## src/rtl/draw_sequencer.sv

```systemverilog
// -----------------------------------------------------------------------------
// draw_sequencer
//
// Sequences the number draws of the bingo game. On a manual 'next' pulse or an
// automatic timer expiry it takes a candidate from the hack input or the PRNG.
// Illegal BCD values, the 00 marker and already-drawn numbers are rejected.
// For PRNG candidates the generator is stepped and re-sampled, up to MAX_RETRY
// candidates per trigger. An accepted number is offered to game_logic with a
// valid/ack handshake. The bookkeeping of drawn numbers and turns is updated
// only when game_logic acknowledges the draw.
//
// Ports
//   clk, rst     : clock, synchronous active-high reset
//   start_game   : game enable level; low returns to IDLE and clears history
//   endgame      : BINGO reached, stops further draws (READY -> DONE)
//   next         : one-cycle manual draw request (honoured only in READY)
//   auto_en      : enable timed automatic draws every AUTO_PERIOD cycles
//   load_hack    : candidate source select (1 = hack_number, 0 = prng_number)
//   hack_number  : BCD hack value
//   prng_number  : current PRNG output
//   draw_ack     : game_logic accepted draw_number
//   prng_step    : one-cycle pulse asking the PRNG to advance
//   draw_valid   : draw_number is valid, held until draw_ack
//   draw_number  : accepted BCD number
//   reject       : one-cycle pulse, trigger ended without a draw
//   busy         : a trigger is being processed or a draw is outstanding
//   turn_count   : accepted draws in this game (0..99)
//   all_drawn    : every number 01..99 has been drawn
// -----------------------------------------------------------------------------
module draw_sequencer #(
    parameter int AUTO_PERIOD = 100_000_000,
    parameter int MAX_RETRY   = 16
) (
    input  logic       clk,
    input  logic       rst,
    input  logic       start_game,
    input  logic       endgame,
    input  logic       next,
    input  logic       auto_en,
    input  logic       load_hack,
    input  logic [7:0] hack_number,
    input  logic [7:0] prng_number,
    input  logic       draw_ack,
    output logic       prng_step,
    output logic       draw_valid,
    output logic [7:0] draw_number,
    output logic       reject,
    output logic       busy,
    output logic [6:0] turn_count,
    output logic       all_drawn
);

    localparam int TW = $clog2(AUTO_PERIOD);
    localparam int RW = (MAX_RETRY > 1) ? $clog2(MAX_RETRY) : 1;
    localparam logic [TW-1:0] TIMER_LAST = TW'(AUTO_PERIOD - 1);
    localparam logic [TW-1:0] TIMER_ONE  = 1;
    localparam logic [RW-1:0] RETRY_LAST = RW'(MAX_RETRY - 1);
    localparam logic [RW-1:0] RETRY_ONE  = 1;

    typedef enum logic [2:0] {
        IDLE, READY, SAMPLE, CHECK, REROLL, ISSUE, DONE
    } state_t;

    state_t          state_reg, state_next;
    logic [7:0]      cand_reg;
    logic            src_hack_reg;
    logic [RW-1:0]   retry_reg;
    logic [TW-1:0]   timer_reg;
    logic [99:0]     used_reg;
    logic [99:0]     used_set;
    logic [6:0]      turn_count_reg;
    logic            all_drawn_reg;
    logic [7:0]      draw_number_reg;

    logic [6:0]      cand_idx;
    logic            digits_ok;
    logic            cand_invalid;
    logic            timer_hit;
    logic            trigger;
    logic            reject_pulse;
    logic            record_draw;
    logic            last_draw;

    // Decimal index 0..99 of the BCD candidate; only meaningful when both
    // digits are legal, which cand_invalid accounts for.
    assign cand_idx     = 7'(cand_reg[7:4]) * 7'd10 + 7'(cand_reg[3:0]);
    assign digits_ok    = (cand_reg[7:4] <= 4'd9) && (cand_reg[3:0] <= 4'd9);
    assign cand_invalid = !digits_ok || (cand_reg == 8'h00) || used_reg[cand_idx];

    assign timer_hit    = auto_en && (timer_reg == TIMER_LAST);
    assign record_draw  = (state_reg == ISSUE) && draw_ack && start_game;
    assign last_draw    = (turn_count_reg == 7'd98);

    // One-hot set mask for the history bit of the number being acknowledged.
    generate
        for (genvar gi = 0; gi < 100; gi++) begin : g_used_set
            assign used_set[gi] = record_draw && (cand_idx == 7'(gi));
        end
    endgenerate

    always_comb begin
        state_next   = state_reg;
        trigger      = 1'b0;
        reject_pulse = 1'b0;
        case (state_reg)
            IDLE: begin
                if (start_game) state_next = READY;
            end
            READY: begin
                // endgame wins over a simultaneous trigger
                if (endgame) begin
                    state_next = DONE;
                end else if (next || timer_hit) begin
                    trigger    = 1'b1;
                    state_next = SAMPLE;
                end
            end
            SAMPLE: state_next = CHECK;
            CHECK: begin
                if (!cand_invalid) begin
                    state_next = ISSUE;
                end else if (src_hack_reg || (retry_reg == RETRY_LAST)) begin
                    reject_pulse = 1'b1;
                    state_next   = READY;
                end else begin
                    state_next = REROLL;
                end
            end
            REROLL: state_next = SAMPLE;
            ISSUE: begin
                if (draw_ack) state_next = last_draw ? DONE : READY;
            end
            DONE:    state_next = DONE;
            default: state_next = IDLE;
        endcase
        // Dropping start_game aborts whatever is in progress.
        if (!start_game) begin
            state_next   = IDLE;
            trigger      = 1'b0;
            reject_pulse = 1'b0;
        end
    end

    always_ff @(posedge clk) begin
        if (rst) begin
            state_reg       <= IDLE;
            cand_reg        <= '0;
            src_hack_reg    <= 1'b0;
            retry_reg       <= '0;
            timer_reg       <= '0;
            used_reg        <= '0;
            turn_count_reg  <= '0;
            all_drawn_reg   <= 1'b0;
            draw_number_reg <= '0;
        end else begin
            state_reg <= state_next;

            // The auto timer only runs while resting in READY.
            if ((state_reg == READY) && (state_next == READY) && auto_en)
                timer_reg <= timer_reg + TIMER_ONE;
            else
                timer_reg <= '0;

            if (trigger)
                retry_reg <= '0;
            else if (state_reg == REROLL)
                retry_reg <= retry_reg + RETRY_ONE;

            if (state_reg == SAMPLE) begin
                cand_reg     <= load_hack ? hack_number : prng_number;
                src_hack_reg <= load_hack;
            end

            if ((state_reg == CHECK) && (state_next == ISSUE))
                draw_number_reg <= cand_reg;

            if (!start_game) begin
                used_reg       <= '0;
                turn_count_reg <= '0;
                all_drawn_reg  <= 1'b0;
            end else if (record_draw) begin
                used_reg       <= used_reg | used_set;
                turn_count_reg <= turn_count_reg + 7'd1;
                if (last_draw) all_drawn_reg <= 1'b1;
            end
        end
    end

    // REROLL always lasts exactly one cycle, so this is a single pulse.
    assign prng_step   = (state_reg == REROLL);
    assign draw_valid  = (state_reg == ISSUE);
    assign draw_number = draw_number_reg;
    assign reject      = reject_pulse;
    assign busy        = (state_reg == SAMPLE) || (state_reg == CHECK) ||
                         (state_reg == REROLL) || (state_reg == ISSUE);
    assign turn_count  = turn_count_reg;
    assign all_drawn   = all_drawn_reg;

endmodule
```

## config.mk

```make
export PLATFORM = sky130hd
export DESIGN_NAME = draw_sequencer
export DESIGN_NICKNAME = d
export VERILOG_FILES = /design/src/rtl/draw_sequencer.sv
export SDC_FILE = /design/constraint.sdc
export NUM_CORES = 1
export LEC_CHECK = 0
export CORE_MARGIN = 8
export CORE_UTILIZATION = 49
export DETAILED_ROUTE_END_ITERATION = 8
export GPL_TIMING_DRIVEN = 1
export HOLD_SLACK_MARGIN = 0.08
export PLACE_DENSITY_LB_ADDON = 0.05
export SLEW_MARGIN = 15
export SYNTH_ARGS = -nofsm -noshare
export SYNTH_HDL_FRONTEND = slang
export SYNTH_SLANG_ARGS = --single-unit
```

## constraint.sdc

```tcl
create_clock -name clk -period 3.7 [get_ports clk]
set_clock_uncertainty 0.15 [all_clocks]
set_input_delay 0.74 -clock clk [delete_from_list [all_inputs] [get_ports clk]]
set_output_delay 0.74 -clock clk [all_outputs]
set_load 0.005 [all_outputs]
```

# ---- Yosys cells after proc, flatten, opt, wreduce, memory -nomap -nowiden
# Index checks and enable logic that the tools add are counted.
dict set report totals {
  register_bits 159
  inputBits 24
  out_inout_bits 20
  elab_cells 271
}
dict set report classes {
  addsub 4
  n_mul 1
  n_lt_le_gt_ge 3
  eq_ne 110
  mux 19
  n_bitwise 3
  reduce_logical 122
}
# op count
set ops {}
lappend ops {{$eq 7x7->1 const B} 37}
lappend ops {{$eq 7x6->1 const B} 32}
lappend ops {{$eq 7x5->1 const B} 16}
lappend ops {{$logic_and 1x1->1} 107}
lappend ops {{$or 100x100->100} 1}
lappend ops {{$eq 7x4->1 const B} 8}
lappend ops {{$eq 7x3->1 const B} 4}
lappend ops {{$add 27x1->27 const B} 1}
lappend ops {{$eq 27x27->1 const B} 1}
lappend ops {{$mux 3} 7}
lappend ops {{$pmux 3 s7} 1}
lappend ops {{$eq 7x2->1 const B} 2}
lappend ops {{$eq 3x3->1 const B} 4}
lappend ops {{$mux 1} 9}
lappend ops {{$le 4x4->1 const B} 2}
lappend ops {{$logic_not 8->1} 1}
lappend ops {{$lt 7x8->1 const B} 1}
lappend ops {{$mux 8} 1}
lappend ops {{$add 7x1->7 const B} 1}
lappend ops {{$add 7x4->7} 1}
lappend ops {{$bmux 1 s7} 1}
lappend ops {{$eq 7x1->1 const B} 1}
lappend ops {{$logic_not 7->1} 1}
lappend ops {{$logic_or 1x1->1} 7}
lappend ops {{10 further kinds} 15}

# ---- Longest topological paths before layout
dict set report depth {
  depth_word 13
  depth_mapped 12
}

# ---- Worst setup path before layout
# No wires, ideal clock.
dict set report synth_path {
  path_type {register to output}
  startpoint {register cand_reg[4]}
  endpoint {output reject}
  arrival_time_ps 2992
  setup_slack_ps -182
  stages_incl_launch_ff 10
  path_buffers 2
  cell_sequence {dfxtp_1 -> ha_1 -> buf_1 -> buf_1 -> mux4_2 -> mux2_2 -> o211a_1 -> or3b_2 -> o21ai_0 -> nor2_1}
}
dict set report synth_between {
  elab_chain_len 8
  word_cells_on_any_way 13
  cone_classes {add/sub (1); mul (1); order compare (1); mux (5); reduce/logical (5)}
}
# item line_no
set synth_rtl {}
lappend synth_rtl {{start: declaration} 65} ;# logic [7:0] cand_reg;
lappend synth_rtl {{start signal: assignment} 170} ;# cand_reg <= load_hack ? hack_number : prng_number;
lappend synth_rtl {{$mul 4x3->6 or $le 4x4->1 (tied branches)} {86, 87}}
lappend synth_rtl {{$add 7x4->7 or $logic_and 1x1->1 (tied branches)} {86, 87}}
lappend synth_rtl {{$bmux 1 s7 or $logic_not 1->1 (tied branches)} 88} ;# assign cand_invalid = !digits_ok || (cand_reg == 8'h00) || used_reg[cand_idx];
lappend synth_rtl {{$mux 1 (not written as such) or $logic_or 1x1->1 (tied branches)} 88}
lappend synth_rtl {{$logic_or 1x1->1 (*)} 88}
lappend synth_rtl {{$mux 1 (*)} 120} ;# if (!cand_invalid) begin
lappend synth_rtl {{$mux 1 (*)} 105} ;# case (state_reg)
lappend synth_rtl {{$mux 1 (*)} 137} ;# if (!start_game) begin
lappend synth_rtl {{end: declaration} 47} ;# output logic reject,
# Every way passes the cells marked *; elsewhere a longest branch is shown, timed or not. The select of a mux whose other input is x is not followed.

# ---- Final worst setup path
dict set report layout_path {
  startpoint {register cand_reg[5]}
  endpoint {output reject}
}
# Same word-level chain as after synthesis.

==> flow_summary.toml <==
[sta]
rsz0062_at_grt = "yes"
min_period_ps = 3930
hold_viol_final = 0
relSlewSlack = 0.342
setup_tns_ps = -235
max_freq_ghz = 0.254
whs_ps = 308
setup_viol = 1
setup_ws_ps = -235
tightest_slew_ps = 983
slew_violations = 0
finalCritPeriodShare = 1.06

[synth]
synthCells = 791
synth_common_cells = "nor2_1, dfxtp_1, a21oi_1"
ys_async_sr_fraction = 0
yosysMostFrequentCell = "nor2_1"
synth.top_cell.area_share = 0.453
synth_nets = 828
ys_warn_count = 0
synth.distinct_cells = 55
synth-seq-area-share = 0.453
synth_area_leaders = "dfxtp_1, nor2_1, a21oi_1, mux2i_1, xor2_1"
avgSynthCellArea_um2 = 8.89
synth_seq_cells = 159
synth_top_cell_by_area = "dfxtp_1"
synth_area_mm2 = 0.00703
synth_edf_count = 0
synth-main-ff-cell = "dfxtp_1"

[floorplanning]
ios = 44
core-area_mm2 = 0.0139
start_util = 0.505
rows = 43
die_y_um = 136
design.die.area_mm2 = 0.0184
die_w_um = 136

[clock_tree]
clkTransAtPathRegs_ps = 60
cts_tree = "done"
cts_root_buffer = "clkbuf_16"
clockBufferDepth = 2
cts_hold_buf = 0
htree_levels = 4
cts_buffers = 17
clk_latency_ps = 420
clkSinkCount = 159

[global_route]
grt_pass1_vias = 5763
antenna_found_initial = 0
grt_start_max_net_pins = 64
gr-total-overflow = 0
track_usage = 0.194
grt_pass1_wl_um = 28600

[outcome]
violations = "negative setup slack"
outcome = "finished with violations"

[placed_design]
gp_congestion = 0.959
dpl.hpwl_um = 12200
dp.cells = 1039
io_buffer_count = 43

[power]
clkPwrFrac = 0.466
switchingPower_mw = 0.857
swShare = 0.223
combPwrFrac = 0.084
pwr-share-seq = 0.450
ir_drop_uv = 343
finalPower_mw = 3.83
internal_power_mw = 2.98
power_density_mw_per_mm2 = 430
p_leak_nw = 3.23

[worst_setup_path]
startpoint_type = "register"
crit_arrival_ps = 3040
cp-end-kind = "primary output"
path_max_fanout = 4
critPathKind = "register to primary output"
worstPathRequired_ps = 2810

[routing]
wl_met2_um = 8470
drtPass1Iterations = 6
drc = 0
antenna_left = 0
dr_total_vias = 6034
drt-total-wl_um = 17500
wl_per_cell_um = 16.2
dr.max_layer_used = "met4"
wl_met1_um = 7790
dr_wl_met3_um = 947
drt_iter0_markers = 366
avgViaCountPerCell = 5.58

[cells_and_area]
drive_above_1_share = 0.173
utilization = 0.640
fillers = 1177
antenna_cells = 0
largest_reg_flops = 100
nNetsFinal = 928
syn2layout_area_growth_pct = 26.7
instances_no_fill = 1081

[run]
maxCapViolations = 0

[min_path]
min_path_type = "register to register"
-- power groups by stage --
stage	clock (mW)	combinational (mW)	sequential, mW
floorplan	0	0.167	1.76
CTS	1.82	0.314	1.73
detailed placement	0	0.290	1.76
finish	1.79	0.321	1.73
global placement	0	0.286	1.76
global route	1.89	0.346	1.73
-- cell type report --
type | instances | area, µm² | share of cell area
Inverter | 10 | 37.5 | 0.00421
Timing Repair Buffer | 124 | 1080 | 0.121
Sequential cell | 159 | 3190 | 0.358
Multi-Input combinational cell | 579 | 3780 | 0.425
Tap cell | 180 | 225 | 0.0253
Clock buffer | 20 | 467 | 0.0524
Clock inverter | 9 | 131 | 0.0147
-- cell usage in the layout (no fill, tap or decap), types with 4 or more instances in the layout --
cell type	Yosys	final
a211oi_1	10	10
xor2_1	25	22
ha_4	0	4
dfxtp_1	159	156
o21ai_0	8	7
nor3_1	8	7
and2_1	4	4
clkbuf_16	0	17
nor2_1	185	184
mux4_2	9	9
nand3_1	15	15
xnor2_1	15	13
and3_1	6	6
mux4_1	7	7
clkdlybuf4s50_1	0	42
inv_1	10	9
o211ai_1	4	4
nor2b_1	4	4
buf_4	0	74
ha_1	11	6
a21oi_1	115	113
nand2_1	36	36
nor4_1	5	5
nand2b_1	22	21
nand4_1	10	10
mux2i_1	37	37
buf_6	1	5
-- layer usage --
metal | global-route usage | up-vias
li1 | - | 2942
met1 | 0.242 | 2923
met2 | 0.322 | 136
met3 | 0.0430 | 33
met4 | 0.0672 | 0
met5 | 0 | -
-- worst max-delay path, cell delays in order, from the launching register on --
cell	delay, ps
dfxtp_2	330
ha_4	270
ha_4	120
inv_2	30
fa_2	570
buf_6	120
nor2_2	40
a32o_2	240
o211ai_1	120
or3b_4	430
o21ai_2	160
nor2_1	60
buf_2	130
-- what timing repair did --
item,4_1_cts,5_1_grt
setup endpoints to repair,1,1
setup buffers,10,3
pin swaps,16,10
resized for setup,37,2
gates cloned,0,0
-- logic make-up (layout without fill, tap and decap cells) --
logic type / after synthesis / after routing / synth area share
AOI/OAI and AO/OA: 161 / 161 / 0.135
xor gates and xnor gates: 40 / 40 / 0.0498
adders and majority gates: 13 / 13 / 0.0253
buffers and inverters: 53 / 163 / 0.0299
DFF: 159 / 159 / 0.453
muxes: 55 / 55 / 0.111
and+or+nand+nor: 310 / 310 / 0.196
-- worst paths after layout --
kind	from	endpoint	slack, ps	cells past startpoint
worst max-delay path	cand_reg[5]	reject	-230	12
worst max register to register	cand_reg[4]	draw_number[6]	280	12
worst min register to register	used_reg[57]	used_reg[57]	310	2
worst min-delay path	used_reg[57]	used_reg[57]	310	2
-- metrics by stage --
stage	cell area (µm²)	setup slack [ps]
after detailed placement	8070	-473
after CTS	8880	-229
final	8910	-235
after global routing	8910	-367
after global placement	8070	-366
after floorplan	7040	1.29
(Power assumes the default switching activity.)
